<file path="src/rtl/regfile_wb_arbiter.sv">
// regfile_wb_arbiter
//   Shares the register file's single write port between three writeback
//   requesters. The debug/loader port always wins. The ALU and the memory
//   unit round-robin between themselves. The winning write is registered for
//   one cycle and then drives the register file's WB/rd/rd_data. Writes to R0
//   are accepted (ready is given) but they never assert wb_en. A saturating
//   counter tracks committed non-R0 writes.
//
// Ports
//   clk, reset            clock; asynchronous active-high reset
//   dbg_valid/rd/data     debug write request (top priority)
//   dbg_ready             debug request accepted this cycle
//   alu_valid/rd/data     ALU writeback request
//   alu_ready             ALU request accepted this cycle
//   mem_valid/rd/data     load writeback request
//   mem_ready             load request accepted this cycle
//   wb_en, wb_rd, wb_data registered write toward the register file
//   stall                 some valid requester was not granted this cycle
//   wr_count              committed non-R0 writes, saturating at all-ones
//
// Optional feature (macro WBARB_FWD_EN)
//   Adds fwd_rs/fwd_rt (in) and fwd_rs_hit/fwd_rt_hit/fwd_data (out). These
//   let decode bypass the write that is pending in the output register.
module regfile_wb_arbiter #(
    parameter int DATA_W = 16,
    parameter int ADDR_W = 3,
    parameter int CNT_W  = 16
) (
    input  logic              clk,
    input  logic              reset,
    input  logic              dbg_valid,
    input  logic [ADDR_W-1:0] dbg_rd,
    input  logic [DATA_W-1:0] dbg_data,
    output logic              dbg_ready,
    input  logic              alu_valid,
    input  logic [ADDR_W-1:0] alu_rd,
    input  logic [DATA_W-1:0] alu_data,
    output logic              alu_ready,
    input  logic              mem_valid,
    input  logic [ADDR_W-1:0] mem_rd,
    input  logic [DATA_W-1:0] mem_data,
    output logic              mem_ready,
    output logic              wb_en,
    output logic [ADDR_W-1:0] wb_rd,
    output logic [DATA_W-1:0] wb_data,
    output logic              stall,
    output logic [CNT_W-1:0]  wr_count
`ifdef WBARB_FWD_EN
   ,input  logic [ADDR_W-1:0] fwd_rs,
    input  logic [ADDR_W-1:0] fwd_rt,
    output logic              fwd_rs_hit,
    output logic              fwd_rt_hit,
    output logic [DATA_W-1:0] fwd_data
`endif
);

    // The round-robin pointer remembers which of ALU/MEM won the last shared
    // grant. Reset value MEM means the ALU wins the first tie.
    typedef enum logic {RR_ALU = 1'b0, RR_MEM = 1'b1} rr_t;

    typedef struct packed {
        logic [ADDR_W-1:0] rd;
        logic [DATA_W-1:0] data;
    } wb_req_t;

    rr_t     rr_last, rr_next;
    logic    gnt_dbg, gnt_alu, gnt_mem;
    logic    xfer;
    wb_req_t sel;

    always_ff @(posedge clk or posedge reset) begin
        if (reset) rr_last <= RR_MEM;
        else       rr_last <= rr_next;
    end

    // The grant is also the ready signal. A grant is only ever issued to a
    // valid requester, so every grant is a transfer.
    always_comb begin
        gnt_dbg = 1'b0;
        gnt_alu = 1'b0;
        gnt_mem = 1'b0;
        rr_next = rr_last;
        if (dbg_valid) begin
            gnt_dbg = 1'b1;
        end else if (alu_valid && mem_valid) begin
            if (rr_last == RR_MEM) gnt_alu = 1'b1;
            else                   gnt_mem = 1'b1;
        end else if (alu_valid) begin
            gnt_alu = 1'b1;
        end else if (mem_valid) begin
            gnt_mem = 1'b1;
        end
        // A debug transfer leaves the ALU/MEM fairness state untouched.
        if (gnt_alu) rr_next = RR_ALU;
        if (gnt_mem) rr_next = RR_MEM;
    end

    always_comb begin
        sel = '0;
        if (gnt_dbg)      sel = '{rd: dbg_rd, data: dbg_data};
        else if (gnt_alu) sel = '{rd: alu_rd, data: alu_data};
        else if (gnt_mem) sel = '{rd: mem_rd, data: mem_data};
    end

    assign xfer      = gnt_dbg | gnt_alu | gnt_mem;
    assign dbg_ready = gnt_dbg;
    assign alu_ready = gnt_alu;
    assign mem_ready = gnt_mem;
    assign stall     = (alu_valid && !gnt_alu) || (mem_valid && !gnt_mem)
                    || (dbg_valid && !gnt_dbg);

    // Output stage. wb_rd and wb_data keep their last values when idle. Only
    // wb_en carries meaning for the register file.
    always_ff @(posedge clk or posedge reset) begin
        if (reset) begin
            wb_en    <= 1'b0;
            wb_rd    <= '0;
            wb_data  <= '0;
            wr_count <= '0;
        end else begin
            wb_en <= xfer && (sel.rd != '0);
            if (xfer) begin
                wb_rd   <= sel.rd;
                wb_data <= sel.data;
            end
            if (xfer && (sel.rd != '0) && (wr_count != '1))
                wr_count <= wr_count + CNT_W'(1);
        end
    end

`ifdef WBARB_FWD_EN
    // R0 is never forwarded. It reads as zero architecturally, whatever is
    // pending.
    assign fwd_rs_hit = wb_en && (wb_rd == fwd_rs) && (fwd_rs != '0);
    assign fwd_rt_hit = wb_en && (wb_rd == fwd_rt) && (fwd_rt != '0);
    assign fwd_data   = wb_data;
`endif

endmodule

</file>
<file path="config.mk">
export PLATFORM = sky130hd
export DESIGN_NAME = regfile_wb_arbiter
export DESIGN_NICKNAME = d
export VERILOG_FILES = /design/src/rtl/regfile_wb_arbiter.sv
export SDC_FILE = /design/constraint.sdc
export NUM_CORES = 1
export LEC_CHECK = 0
export ABC_CLOCK_PERIOD_IN_PS = 2050
export CAP_MARGIN = 20
export CORE_UTILIZATION = 35
export CTS_CLUSTER_DIAMETER = 120
export CTS_CLUSTER_SIZE = 24
export DETAILED_ROUTE_END_ITERATION = 10
export PLACE_DENSITY = 0.8
export SLEW_MARGIN = 20
export SYNTH_ARGS = -nofsm -noshare
export SYNTH_HDL_FRONTEND = slang
export SYNTH_SLANG_ARGS = --single-unit
</file>
<file path="constraint.sdc">
create_clock -name clk -period 2.05 [get_ports clk]
set_input_delay 0.41 -clock clk [delete_from_list [all_inputs] [get_ports clk]]
set_output_delay 0.41 -clock clk [all_outputs]
set_load 0.05 [all_outputs]
</file>
Yosys cells after proc, flatten, opt, wreduce, memory -nomap -nowiden
Index checks and enable logic that the tools add are counted.
{ "op_classes": {"n_addsub": 1, "n_eq_ne": 1, "muxes": 15, "bitwise_logic": 2, "reduce_logical": 13} }
{ "ops": {"columns": ["op", "count"], "rows": [
  ["19-bit 2-to-1 mux", 3],
  ["16-bit by 1-bit adder with 16-bit output (second input constant)", 1],
  ["16-bit != test (second input constant)", 1],
  ["1-bit 2-to-1 mux", 12],
  ["1-bit logical AND", 6],
  ["1-bit zero test", 3],
  ["3-bit nonzero test", 1],
  ["1-bit logical OR", 2],
  ["1-bit OR", 2],
  ["2-bit nonzero test", 1]
]} }
{ "word_totals": {"ff_bits": 37, "output_inout_bits": 40} }

Depth between registers and ports, before layout
{ "depth": {"ltp_word": 10, "depth_mapped": 8, "depth_no_buf": 6} }

Worst setup path after synthesis
OpenSTA, ideal clock, no wires.
{ "synth_path": {"kind": "reg2reg", "startpoint": "register wr_count[0]", "endpoint": "register wr_count[1]", "setup_time_ps": 125, "arrival_time_ps": 2131, "t_required_ps": 1925, "setup_slack_ps": -206, "path_stages_with_launch": 8, "n_path_buf": 1, "period_less_slack_ps": 2256, "cell_sequence": "dfrtp_1 ha_1 and3_1 and4_1 clkbuf_1 nand2_1 and2_4 mux2_4"} }
{ "synth_between": {"elab_chain_len": 2, "elab_cells_between_ends": 3, "classes_between": "add/sub: 1; eq/ne: 1; reduce/logical: 1"} }
{ "synth_lines": {"columns": ["item", "line_no", "rtl"], "rows": [
  ["start: declaration", "47", "output logic [CNT_W-1:0] wr_count"],
  ["start signal: assignment", "127", "wr_count <= wr_count + CNT_W'(1);"],
  ["branches (longest 2 deep; another with 16-bit by 1-bit adder with 16-bit output)", null, null]
]} }
Parallel ways; which one is timed is not known.
A chain may end at the register's enable or synchronous reset.

Final worst setup path
{ "layout_path": {"startpoint": "input port mem_valid", "endpoint": "output port alu_ready"} }
{ "layout_between": {"elab_chain_len": 3} }
{ "layout_lines": {"columns": ["item", "line_no", "rtl"], "rows": [
  ["start: declaration", "39", "input logic mem_valid,"],
  ["1-bit logical AND", "85", "end else if (alu_valid && mem_valid) begin"],
  ["1-bit 2-to-1 mux", "85", null],
  ["1-bit 2-to-1 mux", "83", "if (dbg_valid) begin"],
  ["end: declaration", "38", "output logic alu_ready,"]
]} }
Every way passes these cells.

==> results.md <==
- The wire length on met2 is 2680 µm.
- In this run the tool buffered the top-level ports with 101 buffer cells.
- The share of total power consumed by net switching is 38.3%.
- Measured on the finished design, the core utilization comes to 63.0%.
- For this block, the initial DRC count from the detailed router was 104.
- The number of enable flip-flop cells after synthesis is 0.
- The worst register-to-register path ends at wr_count[1].
- The area of the mapped netlist is 1910 µm².
- The H-tree depth is 2.
- The setup path with the least slack is of type primary input to output port.
- Counting instances in the post-synthesis netlist gives the leading cell types as sky130_fd_sc_hd__dfrtp_1, sky130_fd_sc_hd__nand2_1, sky130_fd_sc_hd__nor2_1.
- The highest routed metal layer is met4.
- Summing all multi-input logic gate instances after layout gives 907 µm².
- The path class of the tightest hold or removal check is register to register.
- The run finished with clean final reports.
- The arrival time of data at the critical path endpoint is 1.60 ns.
- The number of hold violations in the final report is 0.
- The switching component of the power is 1.06 mW.
- Sorting the synthesized cells by area gives the leading types as sky130_fd_sc_hd__dfrtp_1, sky130_fd_sc_hd__a221oi_1, sky130_fd_sc_hd__nand2_1.
- TritonCTS created 5 clock buffers.
- In this run the cell area measured after placement is 3140 µm².
- For this design the static power due to leakage is 1.36 nW.
- The max-slew violation total from the final report came to 0.
- The final worst hold slack is 0.476 ns.
- Counting instances, the worst hold path has a depth of 2.
- For this run the aggregate overflow at the end of global routing stands at 0.
- In this run the horizontal extent of the chip is 75.8 µm.
- The count of maximum capacitance violations is 0.
- The placeable core region is 5170 µm².
- The CTS clock-pin slew for the worst setup and hold paths is 0.08 ns.
- The type of element launching the critical path is a primary input.
- The cell area power density is 849 nW/µm².
- Synthesis produced a netlist with a net count of 266.
- The number of setup buffers added after CTS is 0.
- The post-placement setup slack is -0.200 ns.
- In this run the core area contains 26 standard-cell rows.
- The path with the worst hold slack has its endpoint at wb_rd[0].
- The first TritonRoute pass finished after 4 iterations.
- The die area is 5740 µm².
- The post-route met1 wirelength is 2440 µm.
- A synthesized cell averages 9.39 µm².
- Setup repair after global routing left no endpoint under its margin.
- After synthesis, the netlist uses 34 different library cells.
- The number of antenna diodes is 0.
- The buffer type at the clock tree root is sky130_fd_sc_hd__clkbuf_8.
- The via count of the first global-routing pass is 1890.
- The part of the power in registers is 35.3%.
- Dividing the detail-routed wire length by the instance count gives 14.3 µm.
- The power share of the combinational group is 41.7%.
- The TritonCTS clock tree is built.
- The number of cells traversed by the worst register-to-register path is 6.
- The final net count is 383.
- Setup slack on the critical path of the routed design comes to 0.0430 ns.
- The synthesis warning total is 0.
- The area added between synthesis and finish is 71.0%.
- The detail-routed via count per cell is 5.12.
- The count of final setup violators is 0.
- The largest net degree at the start of global routing is 38.
- The number of standard cells in the layout, taps in and fillers out is 391.
- The clock drives 37 sinks.
- The launch instance of the worst register-to-register path is wr_count[0].
- The total via count in the routed design is 2003.
- Counting tap cells, the placed design contains a total of 383 instances.
- The first global-routing pass estimated 8680 µm of wire.
- Fill cells in the final layout number 431.
- The routed design has 5600 µm of wire.
- The synthesized design devotes to its leading area cell type 47.3% of total area.
- Detailed placement ended at an HPWL of 4170 µm.
- The actual slew at the worst max-slew pin is 0.518 ns.
- The fraction of synthesis flops using an asynchronous set or reset pin is 100%.
- Based on the critical path, the design can be clocked at up to 498 MHz.
- The internal power of the cells totals 1.71 mW.
- IR analysis of the VDD net gives a maximum drop of 0.000598 V.
- Cells with a size suffix above 1 make up 13.1% of the layout.
- The time the worst path needs with I/O delays and setup is 2.01 ns.
- The maximum root-to-sink buffer count is 2.
- The internal reg-to-reg setup slack is 0.19 ns.
- The share of total power in the clock network is 23.0%.
- The count of state elements after synthesis is 37.
- The top-level port count is 102.
- In the final timing run, aggregate negative setup slack is 0 ns.
- Power comes to 2.77 mW.
- The period utilization is 97.9%.
- The number of antenna violations at the first check in global routing came to 0.
- Of the synthesized area, sequential elements account for 48.7%.
- After routing the design area is 3260 µm².
- The initial utilization of the core area, before any placement, comes to 36.8%.
- The nature of the critical path endpoint is an output port.
- Along the worst path, the maximum fanout reaches 4.
- The startpoint of the lowest-slack hold path is wb_rd[0].
- The final RePlAce weighted congestion is 0.807.
- The total area of sequential cells is 930 µm².
- The vertical die dimension is 75.8 µm.
- The number of hold buffers added after CTS was 0.
- The cell count after synthesis came out at 203.
- The total track usage is 20.1%.
- The final clock skew is 0.00787 ns.
- The most used flip-flop cell after synthesis is sky130_fd_sc_hd__dfrtp_1.
- The most used standard cell by instance count after synthesis is sky130_fd_sc_hd__dfrtp_1.
- The clock latency at the later pin of the worst-skew pair is 0.28 ns.
- Wire segments on met3 add up to 402 µm in the final route.
- STA puts the critical path data required time at 1.64 ns.
- In this run the remaining antenna-violating nets after routing total 0.
- The worst slew margin relative to its limit is 65.3%.
- In the routed design, unresolved DRC markers number 0.
- The library cell with the largest summed area after synthesis is sky130_fd_sc_hd__dfrtp_1.
==> power by group through the flow <==
stage               sequential, mW  combinational [mW]  clock (mW)
floorplan                     1.35               0.302           0
global placement             0.978                1.14           0
detailed placement           0.986                1.16           0
CTS                          0.975                1.16       0.656
global route                 0.993                1.22       0.683
finish                       0.977                1.15       0.638
==> how the worst max path moves through the flow <==
stage / from / endpoint / depth (start not counted)
CTS: mem_valid / alu_ready / 6
global placement: dbg_valid / wr_count[13] / 7
finish: mem_valid / alu_ready / 6
global route: mem_valid / wr_count[7] / 8
detailed placement: alu_valid / wr_count[1] / 6
floorplan: wr_count[0] / wr_count[1] / 7
==> cell families after synthesis <==
kind of cell             after synthesis  synth area share (%)
AO/OA/AOI/OAI                         44                  15.9
multiplexers                           2                  1.31
buffers and inverters                 15                  4.40
adder cells (fa/ha/maj)                2                  1.18
XOR/XNOR                              13                  5.98
flip-flops                            37                  48.7
AND/OR/NAND/NOR                       90                  22.6
==> per-layer routing <==
layer / vias to the layer above / track usage [%]
li1: 961 / -
met1: 951 / 24.3
met2: 83 / 35.1
met3: 8 / 4.89
met4: 0 / 6.38
met5: - / 0
==> final cells by class <==
class | count | area share [%]
clock inverters | 3 | 1.42
well taps | 70 | 2.69
inverters | 3 | 0.345
clock buffers | 5 | 2.11
flip-flops and latches | 37 | 28.5
multi-input cells | 151 | 27.8
repair buffers | 122 | 37.1
==> worst max-delay path, stage by stage <==
cell,delay (ns)
sky130_fd_sc_hd__clkdlybuf4s50_1,0.46
sky130_fd_sc_hd__nor2b_2,0.18
sky130_fd_sc_hd__buf_4,0.13
sky130_fd_sc_hd__nor2_2,0.13
sky130_fd_sc_hd__buf_4,0.15
sky130_fd_sc_hd__buf_12,0.13
==> flip-flops by register name (all words and copies together) (netlist names) <==
register  count
wb_data      16
wb_en         1
rr_last       1
wb_rd         3
wr_count     16
==> cell usage in the layout (no fill, tap or decap), types with 2 or more instances in the layout <==
cell type	count
sky130_fd_sc_hd__and4_1	3
sky130_fd_sc_hd__nand3_1	10
sky130_fd_sc_hd__inv_1	3
sky130_fd_sc_hd__o21ai_0	2
sky130_fd_sc_hd__xnor2_1	12
sky130_fd_sc_hd__nor2_1	23
sky130_fd_sc_hd__buf_4	21
sky130_fd_sc_hd__a22oi_1	4
sky130_fd_sc_hd__a21oi_1	18
sky130_fd_sc_hd__nand2_1	28
sky130_fd_sc_hd__buf_12	4
sky130_fd_sc_hd__dfrtp_2	2
sky130_fd_sc_hd__and3_1	8
sky130_fd_sc_hd__nand2b_1	3
sky130_fd_sc_hd__clkbuf_8	5
sky130_fd_sc_hd__dlygate4sd2_1	2
sky130_fd_sc_hd__a221oi_1	16
sky130_fd_sc_hd__nor2_2	2
sky130_fd_sc_hd__clkdlybuf4s50_1	94
sky130_fd_sc_hd__nand4b_1	2
sky130_fd_sc_hd__nand4_1	4
sky130_fd_sc_hd__dfrtp_1	34
==> timing repair <==
| item | in CTS | in global routing |
|---|---|---|
| gates resized for setup | 3 | 3 |
| endpoints found under the setup margin | 3 | 3 |
| pin swaps | 0 | 0 |
| endpoints found under the hold margin | 0 | 0 |
Power figures use the tool's default switching activity.
